### config.mk
export PLATFORM = sky130hd
export DESIGN_NAME = mem_bus_bridge
export DESIGN_NICKNAME = d
export VERILOG_FILES = /design/src/rtl/mem_bus_bridge.sv
export SDC_FILE = /design/constraint.sdc
export NUM_CORES = 1
export LEC_CHECK = 0
export ABC_AREA = 1
export CAP_MARGIN = 30
export CORE_MARGIN = 2
export CORE_UTILIZATION = 28
export CTS_CLUSTER_DIAMETER = 200
export CTS_CLUSTER_SIZE = 20
export DETAILED_ROUTE_END_ITERATION = 10
export GPL_TIMING_DRIVEN = 0
export PLACE_DENSITY = 0.59
export SYNTH_ARGS = -nofsm -noshare
export SYNTH_HDL_FRONTEND = slang
export SYNTH_SLANG_ARGS = --single-unit
### constraint.sdc
create_clock -name clk -period 2.2 [get_ports clk]
set_clock_uncertainty 0.05 [all_clocks]
set_input_delay 0.66 -clock clk [delete_from_list [all_inputs] [get_ports clk]]
set_output_delay 0.66 -clock clk [all_outputs]
set_load 0.01 [all_outputs]
### src/rtl/mem_bus_bridge.sv
// ============================================================================
// Module   : mem_bus_bridge
// Brief    : Single-outstanding bridge from the vector-core memory port to the
//            storage controller, with read timeout and optional byte-merge
//            writes enabled by the MEM_BUS_BRIDGE_RMW_EN macro.
// Revision : 1.0
// ============================================================================
`default_nettype none

module mem_bus_bridge #(
    parameter int unsigned TIMEOUT_CYCLES = 1024,
    parameter logic [31:0] SRAM_LIMIT     = 32'h0000_2000
) (
    input  logic        clk,
    input  logic        rst,
    input  logic        mem_req_i,
    output logic        mem_gnt_o,
    input  logic [31:0] mem_addr_i,
    input  logic        mem_we_i,
    input  logic [3:0]  mem_be_i,
    input  logic [31:0] mem_wdata_i,
    output logic        mem_rvalid_o,
    output logic [31:0] mem_rdata_o,
    output logic        mem_err_o,
    output logic        sc_memory_access,
    output logic        sc_memory_is_writing,
    output logic [31:0] sc_addr,
    output logic [31:0] sc_d_in,
    output logic [3:0]  sc_mem_be,
    input  logic [31:0] sc_d_out,
    input  logic        sc_out_valid
);

    localparam int unsigned    CNT_W    = (TIMEOUT_CYCLES < 2) ? 1 : $clog2(TIMEOUT_CYCLES);
    localparam logic [CNT_W-1:0] CNT_LAST = CNT_W'(TIMEOUT_CYCLES - 1);

    typedef enum logic [2:0] {
        IDLE    = 3'd0,
        ISSUE   = 3'd1,
        RD_WAIT = 3'd2,
        RESP    = 3'd5
`ifdef MEM_BUS_BRIDGE_RMW_EN
        ,
        RMW_WAIT = 3'd3,
        WR_ISSUE = 3'd4
`endif
    } state_t;

    state_t           state_q, state_d;
    logic [CNT_W-1:0] cnt_q, cnt_d;
    logic             we_q, we_d;
    logic [31:0]      sc_addr_q, sc_addr_d;
    logic [31:0]      sc_din_q, sc_din_d;
    logic [3:0]       sc_be_q, sc_be_d;
    logic             sc_we_q, sc_we_d;
    logic [31:0]      rdata_q, rdata_d;
    logic             err_q, err_d;
`ifdef MEM_BUS_BRIDGE_RMW_EN
    logic [3:0]       be_q, be_d;
    logic [31:0]      wdata_q, wdata_d;
    logic [31:0]      merged;
`endif

    logic xfer;
    logic bad_req;
    logic full_wr;

    assign mem_gnt_o = (state_q == IDLE) && !rst;
    assign xfer      = mem_req_i && mem_gnt_o;
    assign full_wr   = mem_we_i && (mem_be_i == 4'hF);

    // Requests rejected without touching the storage controller.
    always_comb begin
        bad_req = (mem_addr_i[1:0] != 2'b00) ||
                  (mem_we_i && ((mem_addr_i >= SRAM_LIMIT) || (mem_be_i == 4'h0)));
`ifndef MEM_BUS_BRIDGE_RMW_EN
        bad_req = bad_req || (mem_we_i && (mem_be_i != 4'hF));
`endif
    end

`ifdef MEM_BUS_BRIDGE_RMW_EN
    always_comb begin
        merged = sc_d_out;
        for (int i = 0; i < 4; i++) begin
            if (be_q[i]) begin
                merged[8*i +: 8] = wdata_q[8*i +: 8];
            end
        end
    end
`endif

    always_comb begin
        state_d   = state_q;
        cnt_d     = cnt_q;
        we_d      = we_q;
        sc_addr_d = sc_addr_q;
        sc_din_d  = sc_din_q;
        sc_be_d   = sc_be_q;
        sc_we_d   = sc_we_q;
        rdata_d   = rdata_q;
        err_d     = err_q;
`ifdef MEM_BUS_BRIDGE_RMW_EN
        be_d      = be_q;
        wdata_d   = wdata_q;
`endif
        case (state_q)
            IDLE: begin
                if (xfer) begin
                    we_d = mem_we_i;
`ifdef MEM_BUS_BRIDGE_RMW_EN
                    be_d    = mem_be_i;
                    wdata_d = mem_wdata_i;
`endif
                    if (bad_req) begin
                        err_d   = 1'b1;
                        rdata_d = 32'h0;
                        state_d = RESP;
                    end else begin
                        // Partial writes start with a full-word read of the target.
                        sc_addr_d = mem_addr_i;
                        sc_we_d   = full_wr;
                        sc_be_d   = (mem_we_i && !full_wr) ? 4'hF : mem_be_i;
                        sc_din_d  = full_wr ? mem_wdata_i : 32'h0;
                        state_d   = ISSUE;
                    end
                end
            end
            ISSUE: begin
                cnt_d = '0;
                if (!we_q) begin
                    state_d = RD_WAIT;
`ifdef MEM_BUS_BRIDGE_RMW_EN
                end else if (!sc_we_q) begin
                    state_d = RMW_WAIT;
`endif
                end else begin
                    err_d   = 1'b0;
                    rdata_d = 32'h0;
                    state_d = RESP;
                end
            end
            RD_WAIT: begin
                if (sc_out_valid) begin
                    rdata_d = sc_d_out;
                    err_d   = 1'b0;
                    state_d = RESP;
                end else if (cnt_q == CNT_LAST) begin
                    rdata_d = 32'h0;
                    err_d   = 1'b1;
                    state_d = RESP;
                end else begin
                    cnt_d = cnt_q + 1'b1;
                end
            end
`ifdef MEM_BUS_BRIDGE_RMW_EN
            RMW_WAIT: begin
                if (sc_out_valid) begin
                    sc_din_d = merged;
                    sc_we_d  = 1'b1;
                    sc_be_d  = 4'hF;
                    state_d  = WR_ISSUE;
                end else if (cnt_q == CNT_LAST) begin
                    rdata_d = 32'h0;
                    err_d   = 1'b1;
                    state_d = RESP;
                end else begin
                    cnt_d = cnt_q + 1'b1;
                end
            end
            WR_ISSUE: begin
                rdata_d = 32'h0;
                err_d   = 1'b0;
                state_d = RESP;
            end
`endif
            RESP: begin
                // Clearing here keeps every downstream/response output at 0 in IDLE.
                state_d   = IDLE;
                cnt_d     = '0;
                we_d      = 1'b0;
                sc_addr_d = 32'h0;
                sc_din_d  = 32'h0;
                sc_be_d   = 4'h0;
                sc_we_d   = 1'b0;
                rdata_d   = 32'h0;
                err_d     = 1'b0;
`ifdef MEM_BUS_BRIDGE_RMW_EN
                be_d      = 4'h0;
                wdata_d   = 32'h0;
`endif
            end
            default: state_d = IDLE;
        endcase
    end

    always_ff @(posedge clk) begin
        if (rst) begin
            state_q   <= IDLE;
            cnt_q     <= '0;
            we_q      <= 1'b0;
            sc_addr_q <= 32'h0;
            sc_din_q  <= 32'h0;
            sc_be_q   <= 4'h0;
            sc_we_q   <= 1'b0;
            rdata_q   <= 32'h0;
            err_q     <= 1'b0;
`ifdef MEM_BUS_BRIDGE_RMW_EN
            be_q      <= 4'h0;
            wdata_q   <= 32'h0;
`endif
        end else begin
            state_q   <= state_d;
            cnt_q     <= cnt_d;
            we_q      <= we_d;
            sc_addr_q <= sc_addr_d;
            sc_din_q  <= sc_din_d;
            sc_be_q   <= sc_be_d;
            sc_we_q   <= sc_we_d;
            rdata_q   <= rdata_d;
            err_q     <= err_d;
`ifdef MEM_BUS_BRIDGE_RMW_EN
            be_q      <= be_d;
            wdata_q   <= wdata_d;
`endif
        end
    end

`ifdef MEM_BUS_BRIDGE_RMW_EN
    assign sc_memory_access = (state_q == ISSUE) || (state_q == WR_ISSUE);
`else
    assign sc_memory_access = (state_q == ISSUE);
`endif
    assign sc_memory_is_writing = sc_we_q;
    assign sc_addr              = sc_addr_q;
    assign sc_d_in              = sc_din_q;
    assign sc_mem_be            = sc_be_q;
    assign mem_rvalid_o         = (state_q == RESP);
    assign mem_rdata_o          = rdata_q;
    assign mem_err_o            = err_q;

endmodule

`default_nettype wire

# Word-level counts from Yosys, hierarchy flattened

Cells that the tools add are included.

Bits in registers: 116

Magnitude comparators: 1
Reduce and logical (&&, ||, !) cells: 23
Add/sub/neg operators: 1
Equality and inequality tests: 13
Multiplexer cells: 37

Operators with widths:

| operator              | number |
|---|---|
| $mux 32               | 10 |
| $pmux 32 s2           | 2 |
| $pmux 32 s4           | 1 |
| $ge 32x14->1 const B  | 1 |
| $mux 10               | 2 |
| $pmux 10 s2           | 1 |
| $mux 3                | 5 |
| $mux 4                | 3 |
| $add 10x1->10 const B | 1 |
| $eq 10x10->1 const B  | 1 |
| $ne 2x2->1 const B    | 5 |
| $pmux 3 s3            | 1 |
| $mux 1                | 8 |
| $pmux 4 s2            | 1 |
| $logic_and 1x1->1     | 6 |
| $reduce_and 3->1      | 2 |
| $reduce_bool 2->1     | 3 |
| $reduce_and 5->1      | 1 |
| $eq 4x4->1 const B    | 1 |
| $logic_not 4->1       | 1 |
| $ne 4x4->1 const B    | 1 |
| $pmux 1 s2            | 2 |
| $pmux 1 s4            | 1 |
| $reduce_and 2->1      | 2 |
| 10 further kinds      | 13 |

# Logic depth before layout (Yosys ltp)

Gate-level depths: netlist (run 1).

Depth after elaboration: 8
Depth in mapped cells: 12

# Least setup slack after synthesis (run 1)

OpenSTA, ideal clock, no wires.

Kind: input -> output
Start: in rst
End: out mem_gnt_o
Path slack: 251 ps
Data required time: 1490 ps
Arrival: 1239 ps
Cell stages on the path: 3
Cell sequence: buf_2 > clkbuf_1 > nor2_1

Cells in the longest elaborated chain, start to end: 2

RTL lines:

| item              | RTL line | text |
|---|---|---|
| start, declared   | 15       | `input logic rst,` |
| $logic_not 1->1   | 68       | `assign mem_gnt_o = (state_q == IDLE) && !rst;` |
| $logic_and 1x1->1 | 68       |  |
| end, declared     | 17       | `output logic mem_gnt_o,` |

No other way between the ends.

# Worst setup path after layout (run 1)

Start: reg state_q[2]
End: out mem_gnt_o

Cells in the longest elaborated chain, start to end: 2

RTL lines:

| item                   | RTL line | text |
|---|---|---|
| start, declared        | 49       | `state_t state_q, state_d;` |
| start signal, assigned | 212      | `state_q <= state_d;` |
| $logic_not 3->1        | 68       |  |
| $logic_and 1x1->1      | 68       |  |

No other way between the ends.

==> impl_summary.log, run 1 <==
[metrics] number of enable-type register cells in the synthesized netlist: 0
[metrics] post-synthesis register bit count: 116
[metrics] worst-skew pair later-pin latency: 0.42 ns
[metrics] drt first-iter violations: between 200 and 250
[metrics] Buffers on Ports: 207
[metrics] Synth Area in Simple Gates: 0.283
[metrics] area taken by flip-flops and latches: 2320 sq um
[metrics] transition time of the tightest slew-check pin: just over 0.6 ns
[metrics] initial antenna violation count: 3
[metrics] category of the most critical setup path: reg -> out
[metrics] adder-cell share of the synthesized area: 0.00257
[metrics] Synth Area per Inst: roughly 7.4 sq um
[metrics] cell with the most instances after synthesis: sky130_fd_sc_hd__nand2_1
[metrics] Max FO, Critical Path: 5
[metrics] # Max-Cap Violations: 0
[metrics] number of standard cells after synthesis: approximately 660
[metrics] final hold violations: 0
[metrics] pin count of the biggest net entering global routing: 20
[metrics] most crowded layer after global routing: met2
[metrics] top cell type by total area after synthesis: sky130_fd_sc_hd__dfxtp_1
[metrics] signed area change from the synthesized netlist to the final layout: 63.6%
[metrics] final number of max-transition violations: 0
[metrics] post-detailed-placement half-perimeter wirelength: approximately 12 mm
[metrics] sequential cell area fraction in the yosys report: 0.477
[metrics] register clock-pin slew on the reported worst setup and hold paths: 0.06 ns
[metrics] sum of overflow across all layers after global routing: 0
[metrics] multi-input gate area in the final layout: 2090 sq um
[metrics] Post-Place Cells: 1,088
[metrics] NumNets Final: about 990
[metrics] TritonCTS clock tree: built
[metrics] clock buffer depth: 2
[metrics] xor/xnor cell area share of the yosys netlist: 0
[metrics] maximum clock frequency: roughly 480 MHz
[metrics] post-synthesis compound-gate area fraction: 0.137
[metrics] Max-slew headroom: 0.586
[metrics] number of buffers added by the clock tree synthesis step: 17
[metrics] Post-Layout Cell Count: approximately 1.1k
[metrics] number of antenna-violating nets in the routed design: 0
[metrics] starting utilization of the core area: 0.284
[metrics] vias in the first global route: just under 5k
[metrics] largest family of logic cells by synthesized area: simple AND/OR/NAND/NOR gates
[metrics] hold bufs inserted after CTS: 0
[metrics] critical path data required time: about 1.5 ns
[metrics] average wire length per cell after detail routing: ~15 um
[metrics] mux cell area share after synthesis: 0
[metrics] most area-consuming cells after synthesis: sky130_fd_sc_hd__dfxtp_1 (48%), sky130_fd_sc_hd__nand2_1 (12%), sky130_fd_sc_hd__a21oi_1 (12%), sky130_fd_sc_hd__nand3_1 (11%), sky130_fd_sc_hd__inv_1 (4.2%)
[metrics] TritonCTS Sinks: about 120
[metrics] list of most frequent post-synthesis cells: sky130_fd_sc_hd__nand2_1 (158), sky130_fd_sc_hd__dfxtp_1 (116), sky130_fd_sc_hd__a21oi_1 (112)
[metrics] met1 capacity usage during global routing: 0.213
[metrics] largest voltage drop on the vdd net: 0.000561 V
[metrics] Fillers: 1,730
[metrics] Setup Slack @ Placement: -0.586 ns
[metrics] routing usage on met3: 0.0787
[metrics] drt total wl: 16.5 mm
[metrics] sort of element at the end of the critical path: primary output
[metrics] placement row count: 48
[metrics] Final Cycle Share: 0.957
[metrics] power density over cell area: about 1000 nW/um^2
[metrics] Worst setup SP type: flip-flop
[metrics] Sum Neg Setup Slack: 0 ns
[metrics] Die X: between 100 and 150 um
[metrics] overall global routing resource usage: 0.179
[metrics] number of nets in the synthesized netlist: approximately 760
[metrics] smallest setup slack after layout: about 0.095 ns
[metrics] final estimated routing congestion in global placement: ~0.76
[metrics] number of top-level pins: 210
[metrics] number of warning messages in the yosys log: 0
[metrics] fraction of layout instances using a drive strength above 1: 0.0988
[metrics] crit path time final: between 2 and 2.5 ns
[metrics] run status: completed
[metrics] crit path DAT: 1.39 ns
[metrics] wire length of the first global-routing pass: 25.5 mm
[metrics] DIE HEIGHT: between 100 and 150 um
[metrics] final routed DRC violation total: 0
[metrics] fraction of met2 tracks used by global routing: 0.290
[metrics] Async S/R FF share, synth: 0
[metrics] top_reg_cell synth: sky130_fd_sc_hd__dfxtp_1
[metrics] number of vias per cell: around 4.5
[metrics] setup-violating endpoint count in the final report: 0
[metrics] DIE AREA: 18,500 sq um
[metrics] root buffer selected by CTS: sky130_fd_sc_hd__clkbuf_16
[metrics] Pre-Repair DR Iteration Count: 4
[metrics] cell area after synthesis: around 4900 sq um
[metrics] Cell variety after synth: 31
[metrics] P_leak: about 3.1 nW
[metrics] total number of vias: a little over 5k
[metrics] number of H-tree levels: 4
[metrics] min-delay worst type: reg -> reg
[metrics] proportion of netlist area held by the largest area contributor: 0.477
[metrics] Core ar.: roughly 17,000 sq um
cell families (layout without fill, tap and decap cells):
kind of cell             after synthesis  in the layout
flip-flops                           116            116
AO/OA/AOI/OAI                        129            129
other                                  0              2
buffers and inverters                102            347
AND/OR/NAND/NOR                      308            308
adder cells (fa/ha/maj)                1              1
path summary, 6_finish.rpt:
kind              startpoint           to  slack (ns)  depth (start not counted)
hold / removal    sc_addr[0]   sc_addr[0]        0.39                          2
setup / recovery  state_q[2]    mem_gnt_o         0.1                          4
setup reg to reg  state_q[0]  sc_addr[25]        0.30                          9
hold reg to reg   sc_addr[0]   sc_addr[0]        0.39                          2
final cells by class:
class / count / share of cell area
diodes: 2 / 0.000628
plain buffers: 44 / 0.0382
clock buffers: 22 / 0.0595
clock inverters: 10 / 0.0132
inverters: 56 / 0.0264
multi-input cells: 438 / 0.262
flip-flops and latches: 116 / 0.292
well taps: 225 / 0.0353
repair buffers: 215 / 0.273
flip-flops by register name, summed over array words and instances, names as in the netlist:
register              count
we_q                      1
cnt_q                    10
mem_rdata_o              32
sc_mem_be                 4
sc_addr                  32
state_q                   3
sc_memory_is_writing      1
mem_err_o                 1
sc_d_in                  32
through the flow:
stage                     area, sq um  utilization  power [mW]  hold slack [ns]
after global placement           7220        0.421        5.06            0.379
after global routing             7970        0.464        8.40            0.407
final                            7970        0.464        7.94            0.389
after detailed placement         7220        0.421        5.06            0.382
after CTS                        7830        0.456        7.84            0.391
after floorplan                  4870            -        4.00            0.388
placed cells by master (no fill, tap or decap), types with 6 or more instances in the layout:
master	n
sky130_fd_sc_hd__clkdlybuf4s50_1	188
sky130_fd_sc_hd__nand2_1	154
sky130_fd_sc_hd__dfxtp_1	115
sky130_fd_sc_hd__a21oi_1	112
sky130_fd_sc_hd__nand3_1	106
sky130_fd_sc_hd__inv_1	55
sky130_fd_sc_hd__nor2_1	22
sky130_fd_sc_hd__clkbuf_1	19
sky130_fd_sc_hd__clkbuf_16	17
sky130_fd_sc_hd__dlymetal6s2s_1	16
sky130_fd_sc_hd__buf_4	11
sky130_fd_sc_hd__buf_2	11
sky130_fd_sc_hd__o21ai_0	11
sky130_fd_sc_hd__nand2_2	7
sky130_fd_sc_hd__clkinv_2	6
where the power goes:
group	switching (mW)	leakage [nW]	internal, mW
combinational	1.61	1.84	1.22
sequential	0.107	0.937	2.28
clock	0.983	0.285	1.74
repair_timing:
item | 4_1_cts | 5_1_grt
resized for setup | 13 | 35
setup endpoints to repair | 69 | 61
hold endpoints to repair | 0 | 0
buffers inserted | 1 | 7
pin swaps | 1 | 20
critical path, stage by stage, from the launching register on:
cell and delay, ns:
sky130_fd_sc_hd__dfxtp_1 0.36, sky130_fd_sc_hd__nor2_4 0.15, sky130_fd_sc_hd__nand2_4 0.09, sky130_fd_sc_hd__nor2_1 0.10, sky130_fd_sc_hd__dlygate4sd2_1 0.28
per-layer routing:
metal,wire length (um),share of wire,vias up
li1,-,-,2622
met1,6950,0.42,2288
met2,7610,0.46,192
met3,1690,0.10,26
met4,247,0.015,2
met5,11,0.00067,-
Note: power is estimated with default switching activity, not from simulation.
==> run 2, diff against run 1 <==
--- a/config.mk
+++ b/config.mk
@@ -8,12 +8,13 @@
 export ABC_AREA = 1
 export CAP_MARGIN = 30
 export CORE_MARGIN = 2
-export CORE_UTILIZATION = 28
+export CORE_UTILIZATION = 42
 export CTS_CLUSTER_DIAMETER = 200
 export CTS_CLUSTER_SIZE = 20
 export DETAILED_ROUTE_END_ITERATION = 10
+export GPL_ROUTABILITY_DRIVEN = 0
 export GPL_TIMING_DRIVEN = 0
-export PLACE_DENSITY = 0.59
+export PLACE_DENSITY = 0.82
 export SYNTH_ARGS = -nofsm -noshare
 export SYNTH_HDL_FRONTEND = slang
 export SYNTH_SLANG_ARGS = --single-unit
==> impl_summary.log, run 2 (same netlist as run 1, synthesis figures left out) <==
[metrics] number of antenna-violating nets in the routed design: 0
[metrics] TritonCTS clock tree: built
[metrics] crit path DAT: 1.39 ns
[metrics] final hold violations: 0
[metrics] sum of overflow across all layers after global routing: 0
[metrics] register clock-pin slew on the reported worst setup and hold paths: approximately 0.050 ns
[metrics] top library cells by usage in the layout, fill and taps aside: sky130_fd_sc_hd__clkdlybuf4s50_1 (197), sky130_fd_sc_hd__nand2_1 (154), sky130_fd_sc_hd__dfxtp_1 (114)
[metrics] P_leak: approximately 3.0 nW
[metrics] overall global routing resource usage: 0.247
[metrics] Pre-Repair DR Iteration Count: 4
[metrics] unrepaired setup endpoints after global routing: false
[metrics] fraction of layout instances using a drive strength above 1: 0.104
[metrics] Die X: about 110 um
[metrics] drt total wl: around 15 mm
[metrics] Worst path max stage delay: about 0.35 ns
[metrics] crit path time final: between 2 and 2.5 ns
[metrics] transition time of the tightest slew-check pin: 0.556 ns
[metrics] post-detailed-placement half-perimeter wirelength: about 11 mm
[metrics] Max-slew headroom: 0.629
[metrics] Final Cycle Share: 0.956
[metrics] run status: completed
[metrics] setup-violating endpoint count in the final report: 0
[metrics] Buffers on Ports: 207
[metrics] largest voltage drop on the vdd net: 0.000806 V
[metrics] initial antenna violation count: 0
[metrics] number of top-level pins: 210
[metrics] maximum clock frequency: between 400 and 500 MHz
[metrics] Critical-path top delay cell: sky130_fd_sc_hd__dfxtp_2
[metrics] number of H-tree levels: 4
[metrics] NumNets Final: between 900 and 1k
[metrics] signed area change from the synthesized netlist to the final layout: 60.7%
[metrics] power density over cell area: just under 1000 nW/um^2
[metrics] final total power: roughly 7.7 mW
[metrics] pin count of the biggest net entering global routing: 20
[metrics] starting utilization of the core area: 0.428
[metrics] Worst setup SP type: flip-flop
[metrics] sort of element at the end of the critical path: primary output
[metrics] TritonCTS Sinks: between 100 and 150
[metrics] Worst Hold Path Cells: 2
[metrics] root buffer selected by CTS: sky130_fd_sc_hd__clkbuf_16
[metrics] Setup Slack @ Placement: -0.611 ns
[metrics] smallest setup slack after layout: between 0.09 and 0.1 ns
[metrics] average wire length per cell after detail routing: between 10 and 15 um
[metrics] clock buffer depth: 2
[metrics] worst-skew pair later-pin latency: between 0.4 and 0.5 ns
[metrics] placement row count: 39
[metrics] Max FO, Critical Path: 5
[metrics] hold bufs inserted after CTS: 0
[metrics] number of buffers added by the clock tree synthesis step: 17
[metrics] critical path data required time: between 1 and 1.5 ns
[metrics] vias in the first global route: approximately 5.0k
[metrics] worst-path cell chain: nor2_4 -> nand2_4 -> nor2_1 -> dlygate4sd2_1
[metrics] # diodes: 0
[metrics] category of the most critical setup path: reg -> out
[metrics] wire length of the first global-routing pass: roughly 25 mm
[metrics] final routed DRC violation total: 0
[metrics] total number of vias: about 5.2k
[metrics] number of vias per cell: between 4 and 5
[metrics] Hold Worst Slack: between 0.3 and 0.4 ns
[metrics] min-delay worst type: reg -> reg
[metrics] final number of max-transition violations: 0
[metrics] Core ar.: approximately 11,000 sq um
[metrics] drt first-iter violations: between 300 and 400
[metrics] DIE AREA: 12,500 sq um
[metrics] DIE HEIGHT: 112 um
[metrics] commonest non-fill, non-tap cell in the layout: sky130_fd_sc_hd__clkdlybuf4s50_1
[metrics] Sum Neg Setup Slack: 0 ns
[metrics] # Max-Cap Violations: 0
[metrics] worst-case reg-to-reg path depth: 9
[run 2: final timing paths]
| path | end | from | slack (ns) |
|---|---|---|---|
| hold / removal | sc_addr[0] | sc_addr[0] | 0.39 |
| setup / recovery | mem_gnt_o | state_q[2] | 0.1 |
| hold reg to reg | sc_addr[0] | sc_addr[0] | 0.39 |
| setup reg to reg | sc_addr[3] | state_q[0] | 0.33 |
[run 2: final cells by class]
cell class | count | area (sq um)
plain buffers | 44 | 292
inverters | 56 | 210
multi-input cells | 438 | 2120
clock inverters | 12 | 113
fillers | 992 | 3540
clock buffers | 20 | 447
flip-flops and latches | 116 | 2320
repair buffers | 214 | 2140
well taps | 143 | 179
[run 2: layer usage]
layer | GRT usage | wire [um]
met3 | 0.105 | 1510
met1 | 0.278 | 6010
met5 | 0 | 0
met4 | 0.0988 | 384
met2 | 0.416 | 7410
[run 2: worst max-delay path: cells and delay by family (launching register included)]
| family | cells | cell delay [ns] |
|---|---|---|
| buf+inv | 1 | 0.27 |
| flops | 1 | 0.35 |
| simple gates | 3 | 0.36 |
[run 2: timing repair]
| action | CTS | global route |
|---|---|---|
| buffers inserted | 3 | 4 |
| pin swaps | 5 | 7 |
| gates resized for setup | 18 | 23 |
| cloned | 0 | 0 |
| endpoints found under the setup margin | 72 | 72 |
[run 2: where the power goes]
group	leakage [nW]	internal [mW]	total [mW]	switching, mW
combinational	1.76	1.16	2.69	1.53
sequential	0.937	2.28	2.39	0.109
clock	0.283	1.67	2.62	0.946
[run 2: stage by stage]
stage | instance area [sq um] | utilization | cells
2_1_floorplan | 4870 | - | 656
3_3_place_gp | 7120 | 0.626 | 1006
3_5_place_dp | 7120 | 0.626 | 1006
4_1_cts | 7730 | 0.680 | 1039
5_1_grt | 7830 | 0.688 | 1043
6_report | 7830 | 0.688 | 1043
